[src/rtl/adc_pkg.sv]
// Shared definitions for the MCP3008-style SPI ADC sampler: frame geometry,
// FSM state encodings and the command/result helper functions.
package adc_pkg;

  localparam int FrameBits    = 17;
  localparam int FirstDataBit = 8;
  localparam int AdcWidth     = 10;

  localparam logic [2:0] ST_IDLE     = 3'd0;
  localparam logic [2:0] ST_CS_SETUP = 3'd1;
  localparam logic [2:0] ST_SHIFT    = 3'd2;
  localparam logic [2:0] ST_CS_HOLD  = 3'd3;
  localparam logic [2:0] ST_DONE     = 3'd4;

  // Offset binary (0..1023) to two's complement (-512..511): flip the MSB.
  function automatic logic signed [AdcWidth-1:0] offset_to_signed(input logic [AdcWidth-1:0] raw);
    return {~raw[AdcWidth-1], raw[AdcWidth-2:0]};
  endfunction

  // MOSI level for a 1-based SCLK period: start, single-ended, D2..D0, then zeros.
  function automatic logic cmd_bit(input logic [4:0] period, input logic [2:0] channel);
    logic b;
    case (period)
      5'd1, 5'd2: b = 1'b1;
      5'd3:       b = channel[2];
      5'd4:       b = channel[1];
      5'd5:       b = channel[0];
      default:    b = 1'b0;
    endcase
    return b;
  endfunction

endpackage

[src/rtl/spi_clk_gen.sv]
// SPI clock divider: ClkDiv-cycle half periods, SCLK toggling only while
// shifting, edge strobes for the controlling FSM and a completed-period count.
module spi_clk_gen #(
  parameter int ClkDiv = 25
) (
  input  logic       clk,
  input  logic       rst_n,
  input  logic       run,
  input  logic       shift,
  output logic       sclk,
  output logic       half_tick,
  output logic       rise,
  output logic       fall,
  output logic [4:0] period
);

  localparam int CntW = (ClkDiv > 1) ? $clog2(ClkDiv) : 1;

  logic [CntW-1:0] cnt;

  // Strobes are high in the cycle whose closing edge changes SCLK.
  assign half_tick = run && (cnt == CntW'(ClkDiv - 1));
  assign rise      = half_tick && shift && !sclk;
  assign fall      = half_tick && shift && sclk;

  // NOTE: sequential state uses non-blocking assignments so every register sees pre-edge values.
  always_ff @(posedge clk or negedge rst_n) begin
    if (!rst_n) begin
      cnt    <= '0;
      sclk   <= 1'b0;
      period <= '0;
    end else if (!run) begin
      cnt    <= '0;
      sclk   <= 1'b0;
      period <= '0;
    end else if (half_tick) begin
      cnt <= '0;
      if (shift) sclk <= ~sclk;
      if (fall) period <= period + 5'd1;
    end else begin
      cnt <= cnt + CntW'(1);
    end
  end

endmodule

[src/rtl/adc_spi_sampler.sv]
// Periodic single-ended conversion on a fixed MCP3008 channel; the 10-bit
// offset-binary result is presented as signed data with a one-cycle strobe.
module adc_spi_sampler
  import adc_pkg::*;
#(
  parameter int         ClkDiv       = 25,
  parameter int         SamplePeriod = 250000,
  parameter logic [2:0] Channel      = 3'd0
) (
  input  logic                       clk,
  input  logic                       rst_n,
  input  logic                       Enable,
  output logic                       AdcCsN,
  output logic                       AdcSclk,
  output logic                       AdcMosi,
  input  logic                       AdcMiso,
  output logic signed [AdcWidth-1:0] DataOut,
  output logic                       DataValid,
  output logic                       Busy
);

  localparam int         TimerW     = $clog2(SamplePeriod);
  localparam logic [4:0] LastPeriod = 5'(FrameBits - 1);
  localparam logic [4:0] FirstShift = 5'(FirstDataBit - 1);

  logic [2:0]          state;
  logic [TimerW-1:0]   timer;
  logic [AdcWidth-1:0] shreg;
  logic                run, shift, half_tick, rise, fall;
  logic [4:0]          period;

  assign run   = (state == ST_CS_SETUP) || (state == ST_SHIFT) || (state == ST_CS_HOLD);
  assign shift = (state == ST_SHIFT);

  spi_clk_gen #(.ClkDiv(ClkDiv)) u_clk_gen (
    .clk       (clk),
    .rst_n     (rst_n),
    .run       (run),
    .shift     (shift),
    .sclk      (AdcSclk),
    .half_tick (half_tick),
    .rise      (rise),
    .fall      (fall),
    .period    (period)
  );

  // Held at zero while disabled so sampling starts on the first enabled cycle.
  always_ff @(posedge clk or negedge rst_n) begin
    if (!rst_n) begin
      timer <= '0;
    end else if (!Enable) begin
      timer <= '0;
    end else if (timer == '0) begin
      timer <= TimerW'(SamplePeriod - 1);
    end else begin
      timer <= timer - TimerW'(1);
    end
  end

  always_ff @(posedge clk or negedge rst_n) begin
    if (!rst_n) begin
      state     <= ST_IDLE;
      AdcCsN    <= 1'b1;
      AdcMosi   <= 1'b0;
      DataOut   <= '0;
      DataValid <= 1'b0;
      Busy      <= 1'b0;
      shreg     <= '0;
    end else begin
      case (state)
        ST_IDLE: begin
          if (Enable && (timer == '0)) begin
            state  <= ST_CS_SETUP;
            AdcCsN <= 1'b0;
            Busy   <= 1'b1;
            shreg  <= '0;
          end
        end
        ST_CS_SETUP: begin
          if (half_tick) begin
            state   <= ST_SHIFT;
            AdcMosi <= cmd_bit(5'd1, Channel);
          end
        end
        ST_SHIFT: begin
          // Sample and null periods precede the ten result bits.
          if (rise && (period >= FirstShift)) shreg <= {shreg[AdcWidth-2:0], AdcMiso};
          if (fall) begin
            if (period == LastPeriod) begin
              state   <= ST_CS_HOLD;
              AdcCsN  <= 1'b1;
              AdcMosi <= 1'b0;
            end else begin
              AdcMosi <= cmd_bit(period + 5'd2, Channel);
            end
          end
        end
        ST_CS_HOLD: begin
          if (half_tick) begin
            state     <= ST_DONE;
            DataOut   <= offset_to_signed(shreg);
            DataValid <= 1'b1;
          end
        end
        ST_DONE: begin
          state     <= ST_IDLE;
          DataValid <= 1'b0;
          Busy      <= 1'b0;
        end
        default: begin
          state  <= ST_IDLE;
          AdcCsN <= 1'b1;
          Busy   <= 1'b0;
        end
      endcase
    end
  end

endmodule

[config.mk]
export PLATFORM = sky130hd
export DESIGN_NAME = adc_spi_sampler
export DESIGN_NICKNAME = d
export VERILOG_FILES = /design/src/rtl/adc_pkg.sv /design/src/rtl/spi_clk_gen.sv /design/src/rtl/adc_spi_sampler.sv
export SDC_FILE = /design/constraint.sdc
export NUM_CORES = 1
export LEC_CHECK = 0
export ABC_AREA = 1
export CAP_MARGIN = 20
export CORE_UTILIZATION = 50
export DETAILED_ROUTE_END_ITERATION = 12
export HOLD_SLACK_MARGIN = 0.08
export PLACE_DENSITY_LB_ADDON = 0.1
export SKIP_CTS_REPAIR_TIMING = 1
export SLEW_MARGIN = 40
export SYNTH_ARGS = -nofsm -noshare
export SYNTH_HDL_FRONTEND = slang
export SYNTH_SLANG_ARGS = --single-unit
export TNS_END_PERCENT = 10
[constraint.sdc]
create_clock -name clk -period 2.12 [get_ports clk]
set_input_delay 0.636 -clock clk [delete_from_list [all_inputs] [get_ports clk]]
set_output_delay 0.636 -clock clk [all_outputs]
set_load 0.03 [all_outputs]
==> results.md, run 1 <==
Timing:
- Of the available clock period, the critical path in the final layout requires 0.946.
- For this run, the top clock speed supported by timing is roughly 0.5 GHz.
- Clock skew on the completed layout was measured at around 0.011 ns.
- The worst pin sits at a relative slew slack of 0.633.
- Setup repair after global routing left no endpoint under its margin.
- The hold violation total from the final report was 0.
- The worst-case hold slack is 0.304 ns.
- The smallest clock period supported by the final layout is computed as 2.01 ns.
- The aggregate negative setup slack is 0 ns.
- The measured slew at the worst slew-check pin is 0.551 ns.
- The max-slew violation count is 0.
- Setup violations remaining at the end of the flow were counted as 0.

Global route:
- Entering global routing, the biggest net connects 26 pins.
- The first global-routing pass estimated around 9.6 mm of wire.
- Across every metal layer, demand over resource in global routing totals 0.205.
- The number of global-route vias before repair is between 2000 and 2500.
- The initial antenna violation count is 0.
- The overflow left after global routing is 0.

Worst setup path:
- Measured in cells, the most critical reg-to-reg path has a length of 7.
- The worst path arrival time is 1.37 ns.
- The worst setup path is launched from a flip-flop.
- The critical path is of the reg -> out type.
- The maximum fanout count along the critical path is 2.
- The slowest library cell on the worst path is clkdlybuf4s50_1.
- For flop-to-flop paths, the worst setup slack is between 0.2 and 0.3 ns.
- The family with the most delay on the worst path is buffers and inverters.
- The endpoint identified for the worst register-to-register timing path is timer[11].
- The critical path goes through clkdlybuf4s50_1.
- The largest stage delay on the critical path is around 0.7 ns.
- The data required time of the worst path is 1.48 ns.
- Together, buffers and inverters on the worst path number 1.
- The nature of the critical path endpoint is an output pin.
- In this run the critical register-to-register path is launched from timer[0].

Floorplan:
- The die covers 0.00588 mm².
- The floorplan die height is around 77 µm.
- The initial core utilization is 0.532.
- During I/O placement, the number of pins put on the boundary was 19.
- Measured along the x axis, the die boundary spans between 70 and 80 µm.
- The row count is 26.
- The core region is about 0.0052 mm².

Routing:
- The detailed-route wire length is around 5.3 mm.
- The count of nets left with antenna violations once routing finished came out at 0.
- The number of detailed-routing iterations run before antenna repair is 4.
- For this block, the initial DRC count from the detailed router was 90.
- In the final routed layout, each cell accounts on average for ~12 µm.
- The routed layout has 2163 vias.
- In the routed design, unresolved DRC markers number 0.
- After detailed routing, the number of vias per cell comes to 5.02.

Finish:
- The layout cell share with drive strength beyond 1 is 0.108.
- Relative to the synthesized area, the layout overhead comes to 14.4%.
- The final core utilization is 0.609.
- Counting the fill cells in the layout gives approximately 470.
- The final layout net count is 370.
- The repair_antennas step left the layout with diodes totalling 0.

Hold path:
- The min-delay analysis places its worst path in the category in -> async.

Synth:
- The count of distinct cell types in the synthesized netlist is 30.
- The adder and majority gate portion of the synthesized area is 0.0269.
- When the netlist entered floorplanning its net count stood at 345.
- The number of standard cells after synthesis is 335.
- Of the total synthesized cell area, the portion taken by AND, OR, NAND and NOR gates is 0.296.
- By area, the combinational part of the netlist is dominated by simple AND/OR/NAND/NOR gates.
- Yosys printed 0 warnings.
- The total of flip-flops plus latches after synthesis is between 50 and 60.
- Averaged over all synthesized cells, the footprint is about 8.3 µm².
- Measured against the total synthesized area, the mux share comes to 0.
- The sequential-to-total area share from yosys stat is 0.503.
- The post-synthesis instance area is about 0.0028 mm².
- Of the total synthesized cell area, the portion taken by XOR and XNOR cells is 0.0408.
- The synthesized-area fraction occupied by ao, oa, aoi and oai cells is 0.0790.

Clock network:
- The cell sitting at the root of the clock tree is a clkbuf_8.
- The maximum buffer depth of the clock tree is 2.
- TritonCTS built the clock tree.
- The tree built by TritonCTS fans out to 56 sinks.
- In this run the number of H-tree levels came out at 2.
- After clock tree synthesis, the clock-pin slew on the worst setup and hold paths is approximately 0.11 ns.
- The number of clock buffers inserted by TritonCTS is 5.
- The clock latency on the worst-skew pair is between 0.3 and 0.4 ns.

Power and ir drop:
- For this design the static power due to leakage is ~0.0016 µW.
- The ratio of total power to cell area is 953 mW/mm².
- The worst ir drop on vdd is roughly 0.44 mV.

Placement:
- The routability congestion estimate from global placement is roughly 0.87.
- The number of input and output port buffers inserted is 18.
- The HPWL after detailed placement is roughly 3.9 mm.

Job:
- Max-cap violations in this run came to 0.

Run status:
- The flow ran to the end, and the final reports show no timing, DRC or antenna violations.
[power breakdown]
| group | internal (µW) | total [µW] | switching (µW) |
|---|---|---|---|
| logic | 369 | 999 | 631 |
| clock network | 356 | 712 | 355 |
| registers | 1200 | 1330 | 125 |
| total | 1930 | 3040 | 1110 |
[routing by layer]
metal,up-vias,GRT usage,wire [µm]
met5,-,0,0
met4,0,0.0654,39
met3,4,0.0393,128
met2,26,0.348,2660
met1,1023,0.262,2430
li1,1110,-,-
[how the worst max path moves through the flow]
stage	startpoint	endpoint	cells after the start
5_1_grt	DataValid	DataValid	1
2_1_floorplan	timer[0]	shreg[0]	10
6_report	DataValid	DataValid	1
4_1_cts	AdcCsN	AdcCsN	1
3_5_place_dp	Enable	shreg[4]	6
3_3_place_gp	Enable	shreg[0]	6
[cell usage in the layout (no fill, tap or decap), types with 3 or more instances in the layout]
cell / netlist / final
xnor2_1: 5 / 5
dfrtp_1: 55 / 55
nor3_1: 5 / 5
nor2_2: 3 / 3
ha_1: 6 / 6
xor2_1: 8 / 8
nand4_1: 8 / 8
nor2_1: 45 / 45
nand3_1: 15 / 15
clkbuf_8: 0 / 5
buf_4: 0 / 3
o21ai_1: 4 / 4
clkdlybuf4s50_1: 0 / 15
inv_1: 26 / 26
o21ai_2: 10 / 10
nand2_1: 104 / 104
a21oi_1: 9 / 9
o21ai_0: 5 / 5
inv_2: 6 / 6
or2_1: 3 / 3
[area by class of cell]
cell class,count,area (µm²),area share
clock buffers,5,68.8,0.0216
clock inverters,3,47.5,0.0149
inverters,32,120,0.0377
multi-input cells,243,1240,0.389
flip-flops and latches,56,1400,0.440
well taps,70,87.6,0.0275
repair buffers,22,223,0.0698
[sequential cells by signal, summed over array words and instances, names as in the netlist, 3 cells and up]
register / cells
DataOut: 10
shreg: 10
state: 3
timer: 18
u_clk_gen.cnt: 5
u_clk_gen.period: 5
[per-stage QoR]
step | power (µW) | instance area [µm²] | setup slack [ns] | cells
after floorplan | 2150 | 2790 | 0.508 | 335
after global placement | 2330 | 3060 | 0.0864 | 423
after detailed placement | 2350 | 3060 | 0.0502 | 423
after CTS | 3080 | 3180 | -0.0386 | 431
after global routing | 3280 | 3190 | 0.0507 | 431
final | 3040 | 3190 | 0.114 | 431
[cell usage after synthesis]
master	n	area, µm²
a31oi_1	2	12.5
nand3b_1	1	7.51
o21ai_1	4	20.0
o21ai_0	5	25.0
o31ai_1	2	15.0
nand4_1	8	50.1
or2_1	3	18.8
nor2_2	3	18.8
nand3_1	15	75.1
nand2_1	104	390
nor3_1	5	25.0
ha_1	6	75.1
o211ai_1	1	7.51
dfstp_2	1	26.3
nor2_8	1	20.0
xor2_1	8	70.1
o21ai_2	10	87.6
nand2_4	1	11.3
clkbuf_1	2	7.51
xnor2_1	5	43.8
dfrtp_1	55	1380
or2_2	1	6.26
inv_1	26	97.6
nand4_4	1	21.3
a21boi_1	1	7.51
inv_2	6	22.5
buf_6	2	22.5
nor2_1	45	169
nand2_2	2	12.5
a21oi_1	9	45.0
[logic make-up (layout without fill, tap and decap cells)]
kind of cell / Yosys count / count (layout)
adders and majority gates: 6 / 6
buffers and inverters: 36 / 62
xor gates and xnor gates: 13 / 13
and+or+nand+nor: 190 / 190
DFF: 56 / 56
AOI/OAI and AO/OA: 34 / 34
No activity file was read; power rests on OpenSTA's default activity.
==> run 2, diff against run 1 <==
Settings changed: SLEW_MARGIN 40 to default.
==> results of run 2 <==
No change in the layout: final DEF, timing and power equal those of run 1.
